[config.mk]
export PLATFORM = sky130hd
export DESIGN_NAME = tap_sequencer_flat
export DESIGN_NICKNAME = d
export VERILOG_FILES = /design/src/rtl/tap_sequencer_if.sv /design/src/rtl/tap_sequencer.sv /design/src/flat_wrapper.sv
export SDC_FILE = /design/constraint.sdc
export NUM_CORES = 1
export LEC_CHECK = 0
export CORE_MARGIN = 2
export CORE_UTILIZATION = 45
export CTS_BUF_LIST = sky130_fd_sc_hd__clkbuf_8
export CTS_CLUSTER_DIAMETER = 100
export DETAILED_ROUTE_END_ITERATION = 16
export GPL_ROUTABILITY_DRIVEN = 0
export PLACE_DENSITY_LB_ADDON = 0.3
export RECOVER_POWER = 25
export SETUP_SLACK_MARGIN = 0.2
export SYNTH_ARGS = -nofsm -noshare
export SYNTH_HDL_FRONTEND = slang
export SYNTH_SLANG_ARGS = --single-unit
[constraint.sdc]
create_clock -name TCK -period 3.05 [get_ports TCK]
set_input_delay 0.915 -clock TCK [delete_from_list [all_inputs] [get_ports TCK]]
set_output_delay 0.915 -clock TCK [all_outputs]
set_load 0.01 [all_outputs]
[src/rtl/tap_sequencer_if.sv]
// Signal bundle between the TAP sequencer and its surroundings.
// The sequencer uses the slave modport; a driver or pad ring uses master.
// The port names follow the established pin names of the test datapath.
interface tap_sequencer_if #(
  parameter int IR_WIDTH = 4
);
  logic                TMS;
  logic                TDI;
  logic                DR_TDO;
  logic                G2_TDO;
  logic                TDO_EN_PRE;
  logic [3:0]          STATE;
  logic [IR_WIDTH-1:0] IR_OUT;
  logic                SEL_EXT;
  logic                CAPTURE_DR;
  logic                SHIFT_DR;
  logic                UPDATE_DR;
  logic                TLR;

  modport master (
    output TMS, TDI, DR_TDO,
    input  G2_TDO, TDO_EN_PRE, STATE, IR_OUT, SEL_EXT,
           CAPTURE_DR, SHIFT_DR, UPDATE_DR, TLR
  );

  modport slave (
    input  TMS, TDI, DR_TDO,
    output G2_TDO, TDO_EN_PRE, STATE, IR_OUT, SEL_EXT,
           CAPTURE_DR, SHIFT_DR, UPDATE_DR, TLR
  );
endinterface

[src/rtl/tap_sequencer.sv]
// IEEE 1149.1-style TAP controller: 16-state TAP FSM, instruction register,
// BYPASS and (optionally) IDCODE data registers, plus capture/shift/update
// strobes for one external data chain.
//
// Optional feature macro: TAP_IDCODE_EN
//   defined   - IDCODE register built; reset/TLR instruction is OP_IDCODE.
//   undefined - no IDCODE register; OP_IDCODE decodes as BYPASS and the
//               reset/TLR instruction is all-ones (BYPASS).
//
// G2_TDO and TDO_EN_PRE are pure decodes of registered state; the
// downstream falling-edge latch supplies the half-cycle retiming onto TDO.
//
// TRST_N is applied directly (no synchroniser) so TMS is sampled at the very
// first TCK rise after release. Deassertion is safe because the FSM only
// leaves TLR on TMS=0, which the protocol holds stable around release.
//
// state   | meaning
// --------+---------------------------------------------
// S_TLR   | Test-Logic-Reset, IR forced to reset opcode
// S_RTI   | Run-Test/Idle
// S_SELDR | Select-DR-Scan
// S_CAPDR | Capture-DR, selected DR loads
// S_SHDR  | Shift-DR, selected DR shifts TDI in
// S_EX1DR | Exit1-DR
// S_PSDR  | Pause-DR
// S_EX2DR | Exit2-DR
// S_UPDDR | Update-DR
// S_SELIR | Select-IR-Scan
// S_CAPIR | Capture-IR, IR shift reg loads ...01
// S_SHIR  | Shift-IR
// S_EX1IR | Exit1-IR
// S_PSIR  | Pause-IR
// S_EX2IR | Exit2-IR
// S_UPDIR | Update-IR, IR_OUT loads IR shift reg
module tap_sequencer #(
  parameter int                  IR_WIDTH   = 4,
  parameter logic [31:0]         IDCODE_VAL = 32'h1000_0001,
  parameter logic [IR_WIDTH-1:0] OP_EXTEST  = 'h0,
  parameter logic [IR_WIDTH-1:0] OP_IDCODE  = 'h1,
  parameter logic [IR_WIDTH-1:0] OP_SAMPLE  = 'h2
) (
  input  logic           TCK,
  input  logic           TRST_N,
  tap_sequencer_if.slave tap
);

  typedef enum logic [3:0] {
    S_TLR   = 4'hF,
    S_RTI   = 4'hC,
    S_SELDR = 4'h7,
    S_CAPDR = 4'h6,
    S_SHDR  = 4'h2,
    S_EX1DR = 4'h1,
    S_PSDR  = 4'h3,
    S_EX2DR = 4'h0,
    S_UPDDR = 4'h5,
    S_SELIR = 4'h4,
    S_CAPIR = 4'hE,
    S_SHIR  = 4'hA,
    S_EX1IR = 4'h9,
    S_PSIR  = 4'hB,
    S_EX2IR = 4'h8,
    S_UPDIR = 4'hD
  } tap_state_e;

`ifdef TAP_IDCODE_EN
  localparam logic [IR_WIDTH-1:0] RESET_IR = OP_IDCODE;
`else
  localparam logic [IR_WIDTH-1:0] RESET_IR = {IR_WIDTH{1'b1}};
`endif

  // Capture pattern is ...0001 so a scan of the IR chain finds its boundary.
  localparam logic [IR_WIDTH-1:0] IR_CAPTURE = {{(IR_WIDTH-1){1'b0}}, 1'b1};

  tap_state_e          state;
  tap_state_e          next_state;
  logic [IR_WIDTH-1:0] ir_shift;
  logic [IR_WIDTH-1:0] ir_out;
  logic                bypass_reg;
  logic                sel_ext;
  logic                sel_idcode;
  logic                idcode_lsb;

  assign sel_ext = (ir_out == OP_EXTEST) || (ir_out == OP_SAMPLE);

`ifdef TAP_IDCODE_EN
  logic [31:0] idcode_reg;

  assign sel_idcode = (ir_out == OP_IDCODE) && !sel_ext;
  assign idcode_lsb = idcode_reg[0];

  // IDCODE register: capture the fixed ID, shift it out LSB first.
  always_ff @(posedge TCK or negedge TRST_N) begin
    if (!TRST_N) begin
      idcode_reg <= IDCODE_VAL;
    end else if (sel_idcode) begin
      if (state == S_CAPDR) begin
        idcode_reg <= IDCODE_VAL;
      end else if (state == S_SHDR) begin
        idcode_reg <= {tap.TDI, idcode_reg[31:1]};
      end
    end
  end
`else
  logic unused_cfg;

  assign sel_idcode = 1'b0;
  assign idcode_lsb = 1'b0;
  assign unused_cfg = ^{IDCODE_VAL, OP_IDCODE};
`endif

  // TAP state register.
  always_ff @(posedge TCK or negedge TRST_N) begin
    if (!TRST_N) begin
      state <= S_TLR;
    end else begin
      state <= next_state;
    end
  end

  // TAP next-state decode from TMS.
  always_comb begin
    next_state = S_TLR;
    case (state)
      S_TLR:   next_state = tap.TMS ? S_TLR   : S_RTI;
      S_RTI:   next_state = tap.TMS ? S_SELDR : S_RTI;
      S_SELDR: next_state = tap.TMS ? S_SELIR : S_CAPDR;
      S_CAPDR: next_state = tap.TMS ? S_EX1DR : S_SHDR;
      S_SHDR:  next_state = tap.TMS ? S_EX1DR : S_SHDR;
      S_EX1DR: next_state = tap.TMS ? S_UPDDR : S_PSDR;
      S_PSDR:  next_state = tap.TMS ? S_EX2DR : S_PSDR;
      S_EX2DR: next_state = tap.TMS ? S_UPDDR : S_SHDR;
      S_UPDDR: next_state = tap.TMS ? S_SELDR : S_RTI;
      S_SELIR: next_state = tap.TMS ? S_TLR   : S_CAPIR;
      S_CAPIR: next_state = tap.TMS ? S_EX1IR : S_SHIR;
      S_SHIR:  next_state = tap.TMS ? S_EX1IR : S_SHIR;
      S_EX1IR: next_state = tap.TMS ? S_UPDIR : S_PSIR;
      S_PSIR:  next_state = tap.TMS ? S_EX2IR : S_PSIR;
      S_EX2IR: next_state = tap.TMS ? S_UPDIR : S_SHIR;
      S_UPDIR: next_state = tap.TMS ? S_SELDR : S_RTI;
      default: next_state = S_TLR;
    endcase
  end

  // Instruction register: capture/shift chain plus the active instruction.
  always_ff @(posedge TCK or negedge TRST_N) begin
    if (!TRST_N) begin
      ir_shift <= '0;
      ir_out   <= RESET_IR;
    end else begin
      case (state)
        S_CAPIR: ir_shift <= IR_CAPTURE;
        S_SHIR:  ir_shift <= {tap.TDI, ir_shift[IR_WIDTH-1:1]};
        S_UPDIR: ir_out   <= ir_shift;
        S_TLR:   ir_out   <= RESET_IR;
        default: ;
      endcase
    end
  end

  // BYPASS register: single stage, cleared on capture.
  always_ff @(posedge TCK or negedge TRST_N) begin
    if (!TRST_N) begin
      bypass_reg <= 1'b0;
    end else if (!sel_ext && !sel_idcode) begin
      if (state == S_CAPDR) begin
        bypass_reg <= 1'b0;
      end else if (state == S_SHDR) begin
        bypass_reg <= tap.TDI;
      end
    end
  end

  // Output decode: serial data, enable and chain strobes from registered state.
  always_comb begin
    tap.G2_TDO     = 1'b0;
    tap.TDO_EN_PRE = 1'b0;
    tap.CAPTURE_DR = 1'b0;
    tap.SHIFT_DR   = 1'b0;
    tap.UPDATE_DR  = 1'b0;
    case (state)
      S_SHIR: begin
        tap.G2_TDO     = ir_shift[0];
        tap.TDO_EN_PRE = 1'b1;
      end
      S_SHDR: begin
        tap.TDO_EN_PRE = 1'b1;
        tap.SHIFT_DR   = sel_ext;
        if (sel_ext) begin
          tap.G2_TDO = tap.DR_TDO;
        end else if (sel_idcode) begin
          tap.G2_TDO = idcode_lsb;
        end else begin
          tap.G2_TDO = bypass_reg;
        end
      end
      S_CAPDR: tap.CAPTURE_DR = sel_ext;
      S_UPDDR: tap.UPDATE_DR  = sel_ext;
      default: ;
    endcase
  end

  assign tap.STATE   = state;
  assign tap.IR_OUT  = ir_out;
  assign tap.SEL_EXT = sel_ext;
  assign tap.TLR     = (state == S_TLR);

endmodule

[src/flat_wrapper.sv]
// flat-port wrapper written by rule: the top's interface ports become plain ports
module tap_sequencer_flat 
#(
  parameter int                  IR_WIDTH   = 4,
  parameter logic [31:0]         IDCODE_VAL = 32'h1000_0001,
  parameter logic [IR_WIDTH-1:0] OP_EXTEST  = 'h0,
  parameter logic [IR_WIDTH-1:0] OP_IDCODE  = 'h1,
  parameter logic [IR_WIDTH-1:0] OP_SAMPLE  = 'h2
)
  (TCK, TRST_N, tap_TMS, tap_TDI, tap_DR_TDO, tap_G2_TDO, tap_TDO_EN_PRE, tap_STATE, tap_IR_OUT, tap_SEL_EXT, tap_CAPTURE_DR, tap_SHIFT_DR, tap_UPDATE_DR, tap_TLR);
  tap_sequencer_if #(.IR_WIDTH(IR_WIDTH)) tap_i ();
  input  logic TCK;
  input  logic TRST_N;
  input wire logic [$bits(tap_i.TMS)-1:0] tap_TMS;
  input wire logic [$bits(tap_i.TDI)-1:0] tap_TDI;
  input wire logic [$bits(tap_i.DR_TDO)-1:0] tap_DR_TDO;
  output wire logic [$bits(tap_i.G2_TDO)-1:0] tap_G2_TDO;
  output wire logic [$bits(tap_i.TDO_EN_PRE)-1:0] tap_TDO_EN_PRE;
  output wire logic [$bits(tap_i.STATE)-1:0] tap_STATE;
  output wire logic [$bits(tap_i.IR_OUT)-1:0] tap_IR_OUT;
  output wire logic [$bits(tap_i.SEL_EXT)-1:0] tap_SEL_EXT;
  output wire logic [$bits(tap_i.CAPTURE_DR)-1:0] tap_CAPTURE_DR;
  output wire logic [$bits(tap_i.SHIFT_DR)-1:0] tap_SHIFT_DR;
  output wire logic [$bits(tap_i.UPDATE_DR)-1:0] tap_UPDATE_DR;
  output wire logic [$bits(tap_i.TLR)-1:0] tap_TLR;
  assign tap_i.TMS = tap_TMS;
  assign tap_i.TDI = tap_TDI;
  assign tap_i.DR_TDO = tap_DR_TDO;
  assign tap_G2_TDO = tap_i.G2_TDO;
  assign tap_TDO_EN_PRE = tap_i.TDO_EN_PRE;
  assign tap_STATE = tap_i.STATE;
  assign tap_IR_OUT = tap_i.IR_OUT;
  assign tap_SEL_EXT = tap_i.SEL_EXT;
  assign tap_CAPTURE_DR = tap_i.CAPTURE_DR;
  assign tap_SHIFT_DR = tap_i.SHIFT_DR;
  assign tap_UPDATE_DR = tap_i.UPDATE_DR;
  assign tap_TLR = tap_i.TLR;
  tap_sequencer #(.IR_WIDTH(IR_WIDTH), .IDCODE_VAL(IDCODE_VAL), .OP_EXTEST(OP_EXTEST), .OP_IDCODE(OP_IDCODE), .OP_SAMPLE(OP_SAMPLE)) u_core (.TCK(TCK), .TRST_N(TRST_N), .tap(tap_i));
endmodule
==> impl_metrics.yaml, run 1 <==
status:
  status: "finished, final reports clean"
logic_synthesis:
  yosysUniqueCellTypes: 25
  syn_nets: 79
  synthTopCellsByCount: "11 x nand2_1, 10 x o21ai_0, 8 x dfstp_2"
  ys_seq_elements: 13
  netlist_instances: 74
  synthXorXnorAreaFrac_pct: 0
  synth_top_family_by_area: "simple AND/OR/NAND/NOR gates"
  synth_edf_count: 0
  yosys.area.top_type: "dfstp_2"
  ys.flop_type: "dfstp_2"
  yosysWarnings: 0
  synth_mux_area_share_pct: 5.47
  synth_fa_ha_area_share_pct: 0
  synthSimpleGateAreaFrac_pct: 23.4
  yosys.area.top_type_share_pct: 30.7
  syn_avg_cell_area_um2: 9.27
  synth_seq_area_share_pct: 48.9
  async_flop_share_pct: 100
  synth_most_common_cell: "nand2_1"
  synth.area.top_cells: "dfstp_2 31%, dfrtp_1 18%, o21ai_0 7.3%, nand2_1 6.0%, inv_1 3.3%"
  synth_compound_area_share_pct: 15.5
  syn_area_um2: 686
run:
  cap_violations: 0
floorplanning:
  core-area_um2: 1470
  die_y_um: 43.0
  ioPinCount: 20
  rows: 14
  initial_core_util_pct: 46.6
  die_x_um: 43.0
  die_area_um2: 1850
power:
  power_density_nw_per_um2: 1090
  ir_drop_uv: 601
  p_seq_share_pct: 38.4
  power_mw: 1.01
  p_leak_nw: 0.402
  p_comb_share_pct: 46.8
  p_switching_mw: 0.383
  p_int_mw: 0.630
  p_sw_share_pct: 37.8
  pwr-share-clk_pct: 14.7
drt:
  ant_nets: 0
  wl_per_cell_um: 12.7
  dr.first_iter.drc_count: 6
  routed_wl_mm: 1.42
  drt_pass1_iterations: 4
  via_per_inst: 5.22
  via_count: 585
  drc: 0
placed_design:
  port_buffers: 19
  place_area_um2: 888
  dpl.cell_count: 107
  dpl.hpwl_um: 970
  place_ws_ns: -0.103
layout:
  n_fill_cell: 126
  diodes: 0
  areaGrowthSynthToFinish_pct: 35.9
  layout.nets: 102
  stdcell_count: 112
  drive_gt1_share_pct: 21.9
  final_area_um2: 932
grt:
  antenna_found_initial: 0
  grt_max_degree: 16
  grt_pass1_wl_mm: 2.44
  grt_pass1_vias: 556
  grt-ovfl-total: 0
  grt_usage_pct: 18.1
setup_path:
  critPathMaxStageDelay_ns: 0.84
  r2r-start: "u_core.tap.STATE[3]"
  crit_type: "reg2out"
  crit_path_end_kind: "output pin"
  worstPathArrival_ns: 1.90
  required_ns: 2.13
  path_max_fanout: 15
  start_kind: "register"
  slowest_stage: "dfstp_1"
  worstPathCellList: "nand3_1 > nor2_1 > clkdlybuf4s50_1"
  crit_path_start: "u_core.tap.STATE[3]"
worst_hold_path:
  min_path_type: "reg2reg"
  hp-start: "u_core.tap.IR_OUT[1]"
timing:
  max-slew-margin-rel_pct: 61.4
  worst_slack_ns: 0.239
  hold_violations: 0
  worst_clock_skew_ns: 0.00310
  hold_slack_ns: 0.486
  setup_viol: 0
  report.final.slew_viol_count: 0
  final.min_clock_period_ns: 2.81
  period_share_pct: 92.2
  worstMarginPinSlew_ns: 0.577
  rsz0062_at_grt: "false"
  fmax_mhz: 356
clocking:
  cts_buffers: 3
  clk_pin_slew_ns: 0.06
  ctsLongestPathBuffers: 2
  clock_latency_ns: 0.24
  htree_levels: 1
  clock-sinks: 13
  cts_root_buf: "clkbuf_8"
  cts_tree: "done"
## critical path, delay by kind of cell, from the launching register on
kind	cells	cell delay, ns
buf+inv	1	0.54
simple gates	2	0.28
flops	1	0.84
## layer usage
metal / vias up / global-route usage [%] / part of all wire [%]
met5: - / 0 / 0
met4: 0 / 10.9 / 0.56
met3: 2 / 4.26 / 5.1
met2: 14 / 26.4 / 46
met1: 273 / 24.2 / 48
li1: 296 / - / -
## power by group through the flow
stage | Sequential [mW] | Clock [mW] | Combinational [mW]
after floorplan | 0.373 | 0 | 0.288
after global placement | 0.408 | 0 | 0.448
after detailed placement | 0.411 | 0 | 0.456
after CTS | 0.390 | 0.156 | 0.486
after global routing | 0.405 | 0.167 | 0.527
final | 0.389 | 0.149 | 0.474
## cell usage in the layout (no fill, tap or decap), types with 2 or more instances in the layout
cell type / count
clkdlybuf4s50_1: 16
nand2_1: 11
o21ai_0: 10
dfstp_2: 7
inv_1: 6
nor2_1: 6
dfrtp_1: 5
a21oi_1: 3
nand2b_1: 3
clkbuf_8: 3
nor2b_1: 2
mux2_2: 2
nor3_1: 2
## final timing paths
kind | endpoint | slack (ns) | depth (start not counted)
worst max-delay path | tap_TLR | 0.24 | 3
worst min-delay path | u_core.tap.IR_OUT[1] | 0.49 | 2
worst max register to register | u_core.ir_shift[3] | 1.48 | 2
worst min register to register | u_core.tap.IR_OUT[1] | 0.49 | 2
max in group asynchronous | u_core.tap.STATE[1] | 1.56 | 1
min in group asynchronous | u_core.ir_shift[0] | 1.11 | 1
## cell families (layout without fill, tap and decap cells)
family                 after synthesis  after routing
AOI/OAI and AO/OA                   17             17
DFF                                 13             13
buffers and inverters               10             32
muxes                                3              3
and+or+nand+nor                     31             31
## through the flow
stage          TNS (ns)  util (%)
6_report              0      63.4
3_5_place_dp     -0.103      60.4
3_3_place_gp    -0.0868      60.4
2_1_floorplan         0         -
5_1_grt               0      63.4
4_1_cts               0      63.9
## timing repair
action	4_1_cts	5_1_grt
hold buffers	0	0
endpoints found under the setup margin	4	1
hold endpoints to repair	0	0
setup buffers	1	0
gates resized for setup	2	2
## cell type report
type                            count  area, µm²  area share, %
Sequential cell                    13        335           36.0
Multi-Input combinational cell     51        304           32.6
Timing Repair Buffer               21        195           20.9
Clock buffer                        3       41.3           4.43
Inverter                            7       31.3           3.36
Tap cell                           16       20.0           2.15
Clock inverter                      1       5.00          0.537
No activity file was read; power rests on OpenSTA's default activity.
==> inputs of run 2 (changes only) <==
==> constraint.sdc (replaced) <==
create_clock -name TCK -period 3.05 [get_ports TCK]
set_input_delay 0.915 -clock TCK [delete_from_list [all_inputs] [get_ports TCK]]
set_output_delay 0.915 -clock TCK [all_outputs]
set_load 0.1 [all_outputs]
==> impl_metrics.yaml, run 2 (synthesized netlist as in run 1, its figures left out) <==
grt:
  gr-usage-met2_pct: 30.0
  grt_util_met3_pct: 2.55
  grt_pass1_wl_mm: 2.49
  busiest_layer: "met2"
  grt_usage_pct: 18.4
  grt_max_degree: 16
  grt_pass1_vias: 566
  grt-ovfl-total: 0
  met1_usage_pct: 23.4
  antenna_found_initial: 0
timing:
  hold_slack_ns: 0.479
  hold_violations: 0
  final.min_clock_period_ns: 2.74
  fmax_mhz: 365
  setup_viol: 0
  worst_clock_skew_ns: 0.00279
  worstMarginPinSlew_ns: 0.556
  rsz0062_at_grt: "false"
  report.final.slew_viol_count: 0
  period_share_pct: 89.9
  setup_tns_ns: 0
  max-slew-margin-rel_pct: 62.8
drt:
  wl_per_cell_um: 13.5
  routed_wl_mm: 1.49
  dr.first_iter.drc_count: 11
  via_count: 606
  ant_nets: 0
  drc: 0
  drt_pass1_iterations: 4
  via_per_inst: 5.51
placed_design:
  dpl.hpwl_mm: 1.06
  place_area_um2: 1030
  port_buffers: 19
layout:
  layout_common_cells: "11 x nand2_1, 10 x o21ai_0, 8 x buf_4"
  n_fill_cell: 110
  areaGrowthSynthToFinish_pct: 57.3
  drive_gt1_share_pct: 42.6
  layout.nets: 100
  final_common_cell: "nand2_1"
  final_area_um2: 1080
  diodes: 0
  final_util_pct: 73.3
setup_path:
  crit_type: "reg2out"
  required_ns: 2.13
  r2r_cells: 4
  start_kind: "register"
  worstPathArrival_ns: 1.83
  path_max_fanout: 5
  crit_path_start: "u_core.tap.IR_OUT[2]"
  r2r-start: "u_core.tap.IR_OUT[2]"
  crit_path_end_kind: "output pin"
status:
  status: "finished, final reports clean"
floorplanning:
  die_y_um: 43.0
  initial_core_util_pct: 46.6
  die_x_um: 43.0
  die_area_um2: 1850
  ioPinCount: 20
  rows: 14
  core-area_um2: 1470
clocking:
  cts_buffers: 3
  cts_tree: "done"
  htree_levels: 1
  hold_buffers: 0
  cts_root_buf: "clkbuf_8"
  clock-sinks: 13
  clock_latency_ns: 0.24
  clk_pin_slew_ns: 0.05
  ctsLongestPathBuffers: 2
worst_hold_path:
  min_path_type: "reg2reg"
  min_path_cells: 2
  hp-start: "u_core.tap.IR_OUT[1]"
run:
  cap_violations: 0
[run 2: final timing paths]
| kind | to | slack (ns) |
|---|---|---|
| setup reg to reg | u_core.bypass_reg | 1.53 |
| max in group asynchronous | u_core.tap.STATE[0] | 1.58 |
| hold / removal | u_core.tap.IR_OUT[1] | 0.48 |
| hold reg to reg | u_core.tap.IR_OUT[1] | 0.48 |
| setup / recovery | tap_G2_TDO | 0.31 |
| min in group asynchronous | u_core.ir_shift[2] | 1.10 |
[run 2: worst max-delay path: stages (launching register included)]
cell	delay, ns
dfstp_4	0.46
or3_4	0.48
clkinv_8	0.09
a21oi_4	0.05
a221oi_4	0.28
buf_12	0.21
[run 2: area by class of cell]
cell class	count	area (µm²)	area share [%]
multi-input cells	51	385	35.7
repair buffers	19	239	22.2
clock buffers	3	41.3	3.83
flip-flops and latches	13	350	32.5
clock inverters	1	3.75	0.348
inverters	7	38.8	3.60
well taps	16	20.0	1.86
[run 2: what timing repair did]
item                                   4_1_cts  5_1_grt
endpoints found under the hold margin        0        0
setup endpoints to repair                    1        0
resized for setup                            1        0
setup buffers                                0        0
[run 2: stage by stage]
stage                     setup slack [ns]  cells
after detailed placement             0.158    106
after floorplan                    -0.0443     74
final                                0.308    110
after CTS                            0.301    110
after global routing                 0.254    110
after global placement               0.177    106
[run 2: layer usage]
| layer | part of all wire (%) | vias up | wire length (µm) |
|---|---|---|---|
| li1 | - | 294 | - |
| met1 | 42 | 288 | 629 |
| met2 | 51 | 19 | 756 |
| met3 | 4.8 | 5 | 71 |
| met4 | 2.0 | 0 | 29 |
| met5 | 0 | - | 0 |
Power of run 2 is left out: the tool's default activity adds up to more than one toggle a clock period on the data nets, which glitch-free logic cannot reach.
